`config.mk`:
```
export PLATFORM = sky130hd
export DESIGN_NAME = register_file_banked_flat
export DESIGN_NICKNAME = d
export VERILOG_FILES = /design/src/rtl/register_file_banked_if.sv /design/src/rtl/register_file_banked.sv /design/src/flat_wrapper.sv
export SDC_FILE = /design/constraint.sdc
export NUM_CORES = 1
export LEC_CHECK = 0
export CORE_ASPECT_RATIO = 0.75
export CORE_MARGIN = 3
export CORE_UTILIZATION = 50
export CTS_CLUSTER_DIAMETER = 50
export DETAILED_ROUTE_END_ITERATION = 10
export PLACE_DENSITY = 0.64
export SETUP_SLACK_MARGIN = 0.5
export SYNTH_ARGS = -nofsm -noshare
export SYNTH_HDL_FRONTEND = slang
export SYNTH_SLANG_ARGS = --single-unit
```
`constraint.sdc`:
```
create_clock -name clock -period 5.1 [get_ports clock]
set_input_delay 0.51 -clock clock [delete_from_list [all_inputs] [get_ports clock]]
set_output_delay 0.51 -clock clock [all_outputs]
set_load 0.01 [all_outputs]
```
`src/rtl/register_file_banked_if.sv`:
```
// Register file access bundle: write port, two read ports, bank control.
// The CPU side drives through master; the register file sits on slave.
interface register_file_banked_if #(
    parameter int DATA_WIDTH = 16,
    parameter int ADDR_WIDTH = 3
);
    logic                  write;
    logic [ADDR_WIDTH-1:0] write_addr;
    logic [DATA_WIDTH-1:0] load_val;
    logic [ADDR_WIDTH-1:0] read_addr_a;
    logic [DATA_WIDTH-1:0] read_val_a;
    logic [ADDR_WIDTH-1:0] read_addr_b;
    logic [DATA_WIDTH-1:0] read_val_b;
    logic                  save;
    logic                  restore;
    logic                  shadow_valid;

    modport master (
        output write, write_addr, load_val,
        output read_addr_a, read_addr_b,
        output save, restore,
        input  read_val_a, read_val_b, shadow_valid
    );

    modport slave (
        input  write, write_addr, load_val,
        input  read_addr_a, read_addr_b,
        input  save, restore,
        output read_val_a, read_val_b, shadow_valid
    );
endinterface

```
`src/rtl/register_file_banked.sv`:
```
// Architectural register file with a shadow bank for one-edge
// save / restore / swap on interrupt and context-switch boundaries.
module register_file_banked #(
    parameter int DATA_WIDTH = 16,
    parameter int REG_COUNT  = 8,
    parameter int ADDR_WIDTH = 3,
    parameter bit ZERO_REG   = 1'b0,
    parameter bit BYPASS     = 1'b1
) (
    input  logic                   clock,
    input  logic                   reset,
    register_file_banked_if.slave  rf
);
    logic [DATA_WIDTH-1:0] active [REG_COUNT];
    logic [DATA_WIDTH-1:0] shadow [REG_COUNT];
    logic                  valid;

    function automatic logic writable(input logic [ADDR_WIDTH-1:0] addr);
        logic ok;
        ok = 1'b0;
        for (int i = 0; i < REG_COUNT; i++) begin
            if (addr == ADDR_WIDTH'(i) && !(ZERO_REG && i == 0))
                ok = 1'b1;
        end
        return ok;
    endfunction

    function automatic logic [DATA_WIDTH-1:0] read_port(
        input logic [ADDR_WIDTH-1:0] addr
    );
        logic [DATA_WIDTH-1:0] val;
        val = '0;
        for (int i = 0; i < REG_COUNT; i++) begin
            if (addr == ADDR_WIDTH'(i) && !(ZERO_REG && i == 0))
                val = active[i];
        end
        // Forward only the write port; bank copies land after the edge.
        if (BYPASS && rf.write && rf.write_addr == addr && writable(addr))
            val = rf.load_val;
        return val;
    endfunction

    always_comb begin
        rf.read_val_a = read_port(rf.read_addr_a);
        rf.read_val_b = read_port(rf.read_addr_b);
    end

    assign rf.shadow_valid = valid;

    always_ff @(posedge clock) begin
        if (reset) begin
            for (int i = 0; i < REG_COUNT; i++) begin
                active[i] <= '0;
                shadow[i] <= '0;
            end
            valid <= 1'b0;
        end else begin
            for (int i = 0; i < REG_COUNT; i++) begin
                if (!(ZERO_REG && i == 0)) begin
                    case ({rf.save, rf.restore})
                        2'b10: shadow[i] <= active[i];
                        2'b01: active[i] <= shadow[i];
                        2'b11: begin
                            active[i] <= shadow[i];
                            shadow[i] <= active[i];
                        end
                        default: ;
                    endcase
                    // Later NBA wins: the write lands on top of restore/swap.
                    if (rf.write && rf.write_addr == ADDR_WIDTH'(i))
                        active[i] <= rf.load_val;
                end
            end
            case ({rf.save, rf.restore})
                2'b10, 2'b11: valid <= 1'b1;
                2'b01:        valid <= 1'b0;
                default:      ;
            endcase
        end
    end
endmodule

```
`src/flat_wrapper.sv`:
```
// flat-port wrapper written by rule: the top's interface ports become plain ports
module register_file_banked_flat 
#(
    parameter int DATA_WIDTH = 16,
    parameter int REG_COUNT  = 8,
    parameter int ADDR_WIDTH = 3,
    parameter bit ZERO_REG   = 1'b0,
    parameter bit BYPASS     = 1'b1
)
  (clock, reset, rf_write, rf_write_addr, rf_load_val, rf_read_addr_a, rf_read_addr_b, rf_save, rf_restore, rf_read_val_a, rf_read_val_b, rf_shadow_valid);
  register_file_banked_if #(.DATA_WIDTH(DATA_WIDTH), .ADDR_WIDTH(ADDR_WIDTH)) rf_i ();
  input  logic clock;
  input  logic reset;
  input wire logic [$bits(rf_i.write)-1:0] rf_write;
  input wire logic [$bits(rf_i.write_addr)-1:0] rf_write_addr;
  input wire logic [$bits(rf_i.load_val)-1:0] rf_load_val;
  input wire logic [$bits(rf_i.read_addr_a)-1:0] rf_read_addr_a;
  input wire logic [$bits(rf_i.read_addr_b)-1:0] rf_read_addr_b;
  input wire logic [$bits(rf_i.save)-1:0] rf_save;
  input wire logic [$bits(rf_i.restore)-1:0] rf_restore;
  output wire logic [$bits(rf_i.read_val_a)-1:0] rf_read_val_a;
  output wire logic [$bits(rf_i.read_val_b)-1:0] rf_read_val_b;
  output wire logic [$bits(rf_i.shadow_valid)-1:0] rf_shadow_valid;
  assign rf_i.write = rf_write;
  assign rf_i.write_addr = rf_write_addr;
  assign rf_i.load_val = rf_load_val;
  assign rf_i.read_addr_a = rf_read_addr_a;
  assign rf_i.read_addr_b = rf_read_addr_b;
  assign rf_i.save = rf_save;
  assign rf_i.restore = rf_restore;
  assign rf_read_val_a = rf_i.read_val_a;
  assign rf_read_val_b = rf_i.read_val_b;
  assign rf_shadow_valid = rf_i.shadow_valid;
  register_file_banked #(.DATA_WIDTH(DATA_WIDTH), .REG_COUNT(REG_COUNT), .ADDR_WIDTH(ADDR_WIDTH), .ZERO_REG(ZERO_REG), .BYPASS(BYPASS)) u_core (.clock(clock), .reset(reset), .rf(rf_i));
endmodule
```
==> impl_summary.txt <==
----------------------------------------------------
[Layout]
  Most common cell after layout, fill and taps aside ... sky130_fd_sc_hd__nand2_1
  Final antenna diode count ... 0
  Filler Cell Count ... approximately 2300
  Area Growth Syn to Fin ... 11.93%
  Cell area after layout ... 15030 um2
  Final-stage net count ... about 1300
  Commonest cells after routing, fill and taps aside ... sky130_fd_sc_hd__nand2_1 (298), sky130_fd_sc_hd__edfxtp_1 (256), sky130_fd_sc_hd__a21oi_1 (99)
  Fraction of layout instances using a drive strength above 1 ... 0.06861

[Yosys]
  Post-synthesis net count ... 1348
  Post-synthesis cell count ... approximately 1300
  Multiplexer share of the synthesized area ... 0.05666
  Post-synthesis share of cell area spent on and, or, nand and nor gates ... 0.2121
  Synthesized flop and latch total ... around 260
  Distinct cell type count after synthesis ... 42
  Adder-cell share of the synthesized area ... 0
  Share of the synthesized area in compound gates (AO/OA/AOI/OAI) ... 0.1106
  Post-synth top area cell ... sky130_fd_sc_hd__edfxtp_1
  Prevailing post-synth register cell ... sky130_fd_sc_hd__edfxtp_1
  Post-synthesis area per instance ... between 10 and 15 um2
  Netlist area before placement ... roughly 13000 um2
  Xor-xnor portion of the synthesized cell area ... 0.003914
  Number of enable flip-flop cells after synthesis ... approximately 260
  Yosys top cell area share ... 0.5725
  Top cells by area, synth ... sky130_fd_sc_hd__edfxtp_1 (57%), sky130_fd_sc_hd__nand2_1 (8.3%), sky130_fd_sc_hd__and2_1 (4.6%), sky130_fd_sc_hd__mux2i_1 (4.3%), sky130_fd_sc_hd__a21oi_1 (3.7%)
  Main combinational cell family by area after synthesis ... simple AND/OR/NAND/NOR gates
  Seq/Total Area, Yosys ... 0.5740
  Warnings from Yosys ... 0
  Ys async rst share ... 0

[Worst setup path]
  Depth of the worst register-to-register path ... 1
  Kind of end point of the critical path ... output pin
  Highest cell delay on the worst timing path ... a little under 900 ps
  Cell chain of the critical path ... clkdlybuf4s50_1 > nor3b_2 > a2111oi_0 > o31ai_1 > clkdlybuf4s50_1
  Most used cell, CP ... sky130_fd_sc_hd__clkdlybuf4s50_1
  Worst setup SP type ... input pin
  Critical Path Slowest Stage Cell ... sky130_fd_sc_hd__nor3b_2
  Endpoint required time on the critical path ... 4590 ps
  Worst Path Class, Setup ... input pin to output pin
  Maximum fanout encountered on the critical timing path ... 14
  Endpoint arrival time on the critical path ... 3490 ps

[Global route]
  Via count of the first global-routing pass ... 9779
  Global-route total usage across every layer ... 0.2807
  Antenna violations before repair ... 1
  Leftover overflow at the end of global routing ... 0
  Pin count of the biggest net entering global routing ... 97
  Wire length of the first global-routing pass ... 61750 um

[Detailed routing]
  Highest routed layer ... met5
  Drt first pass iters ... 6
  Via count ... slightly above 10000
  Via/cell ratio ... about 6.2
  DRC violations left ... 0
  Routed Antenna Nets ... 0
  Average wire per standard cell ... ~24 um
  1st-iter DRT viols ... 1111
  Met2 wire len ... about 18000 um
  Post-Route M1 WL ... about 18000 um
  Routed met3 length ... 3547 um
  Total detailed-routing wirelength ... 40820 um

[Clock tree]
  Number of setup buffers added after CTS ... 0
  Clock input transition at the sequential cells of the worst setup and hold paths ... ~60 ps
  H-tree lvl count ... 1
  TritonCTS clock tree ... yes
  Post_cts resized ... 0
  Number of CTS-inserted buffers ... 30
  Root buffer selected by CTS ... sky130_fd_sc_hd__clkbuf_16
  Clock tree buffer depth ... 3
  Sink count of the clock tree ... 257
  Clock latency on the worst-skew pair ... 570 ps
  Number of buffers added to fix hold violations after cts ... 0

[Power]
  Power density over the cells ... 349.2 nW/um2
  Net switching component of the power ... between 0.001 and 0.0015 W
  Register share of total power ... 0.497
  Internal power summed over all cells ... between 0.003 and 0.004 W
  Leakage ... roughly 5.8 nW
  Net switching share of the total power ... 0.2645
  Power share of the combinational group ... 0.117
  Power share of the clock group ... 0.386
  Highest ir drop seen on vdd ... between 0.0002 and 0.00025 V

[Placed design]
  Final estimated routing congestion in global placement ... about 0.89
  Cell area after placement ... between 10000 and 15000 um2
  HPWL reported at the end of detailed placement ... approximately 26000 um
  IO buf count ... slightly above 60

[Status]
  Result of the run ... completed

[STA]
  Fmax ... ~250 MHz
  Final clock period utilization by the worst path ... 0.7848
  Final Hold Fails ... 0
  TNS Setup ... 0 ps
  Layout Skew ... between 10 and 15 ps
  Number of max-slew violations in the final report ... 0
  Slew @ Worst Pin ... 1154 ps
  Number of endpoints failing setup at the final stage ... 0
  Normalized max-slew margin ... 0.2283
  RSZ-0062 raised after global routing ... false
  Crit path time final ... between 4000 and 5000 ps

[Die]
  Placeable core area ... roughly 26000 um2
  Number of placement rows ... slightly above 50
  Die span in y ... between 100 and 150 um
  Chip Width ... 195.2 um
  Boundary Pins ... 63
  Die Footprint ... just under 30000 um2
  Starting utilization of the core area ... 0.5132

[Hold path]
  Worst Hold Class ... input pin to register
  Hold path cells ... 2

[Flow run]
  Total of max-cap violations ... 0

----------------------------------------------------
state kept, by name, indices dropped and copies added (netlist names):
register,cells
u_core.shadow,128
u_core.active,128
u_core.rf.shadow_valid,1
synthesized netlist by cell type, types with 4 or more instances:
cell	instances
sky130_fd_sc_hd__nand2_1	298
sky130_fd_sc_hd__edfxtp_1	256
sky130_fd_sc_hd__a21oi_1	99
sky130_fd_sc_hd__and2_1	98
sky130_fd_sc_hd__nor2_1	84
sky130_fd_sc_hd__mux2i_1	58
sky130_fd_sc_hd__o21ai_0	58
sky130_fd_sc_hd__clkbuf_1	55
sky130_fd_sc_hd__nand3_1	50
sky130_fd_sc_hd__buf_2	38
sky130_fd_sc_hd__nor2b_1	38
sky130_fd_sc_hd__nand2b_1	22
sky130_fd_sc_hd__o21ai_1	21
sky130_fd_sc_hd__buf_4	15
sky130_fd_sc_hd__o221ai_1	15
sky130_fd_sc_hd__o211ai_1	14
sky130_fd_sc_hd__a31oi_1	13
sky130_fd_sc_hd__nor3_1	13
sky130_fd_sc_hd__o21bai_1	13
sky130_fd_sc_hd__a22o_1	11
sky130_fd_sc_hd__mux4_2	7
sky130_fd_sc_hd__xnor2_1	4
per-stage QoR:
stage / std cells / hold WS [ps] / utilization / power (W) / worst slack (ps)
2_1_floorplan: 1318 / 511.4 / - / 0.002964 / 2259
3_3_place_gp: 1630 / 469.2 / 0.5396 / 0.003251 / 1233
3_5_place_dp: 1630 / 483.8 / 0.5396 / 0.003257 / 1212
4_1_cts: 1685 / 452.5 / 0.5744 / 0.005265 / 1198
5_1_grt: 1685 / 511.9 / 0.5744 / 0.005422 / 895.2
6_report: 1685 / 470.7 / 0.5744 / 0.005247 / 1098
metal layers:
layer  vias to the layer above  track usage
met5                         -            0
met4                         2      0.08835
met3                       106      0.05240
met2                       523       0.4252
met1                      5116       0.4137
li1                       4639            -
final timing paths:
kind / from / endpoint / slack, ps
setup / recovery: rf_read_addr_b[2] / rf_read_val_b[15] / 1100
hold / removal: reset / u_core.rf.shadow_valid / 470
hold reg to reg: u_core.rf.shadow_valid / u_core.rf.shadow_valid / 500
setup reg to reg: u_core.active[0][41] / u_core.shadow[0][41] / 4150
power groups by stage:
stage / Sequential, W / Clock, W / Combinational [W]
2_1_floorplan: 0.00258 / 0 / 0.000380
3_3_place_gp: 0.00265 / 0 / 0.000606
3_5_place_dp: 0.00264 / 0 / 0.000613
4_1_cts: 0.00260 / 0.00205 / 0.000616
5_1_grt: 0.00262 / 0.00214 / 0.000667
6_report: 0.00261 / 0.00202 / 0.000616
cell families after synthesis:
kind of cell / Yosys count
simple gates: 616
mux: 67
compound gates: 254
buf+inv: 118
xor+xnor: 6
flops: 257
worst max-delay path: cells and delay by family:
family	cells	cell delay [ps]
simple gates	1	880
buf+inv	2	1380
compound gates	2	710
area by class of cell:
cell class / instances / area, um2 / share of cell area
clock buffer: 39 / 805.8 / 0.05362
clock inverter: 16 / 105.1 / 0.006994
timing repair buffer: 85 / 788.3 / 0.05245
multi-input combinational: 943 / 5187 / 0.3452
tap: 344 / 430.4 / 0.02864
inverter: 1 / 3.754 / 0.0002498
sequential: 257 / 7707 / 0.5129
No activity file was read; power rests on OpenSTA's default activity.
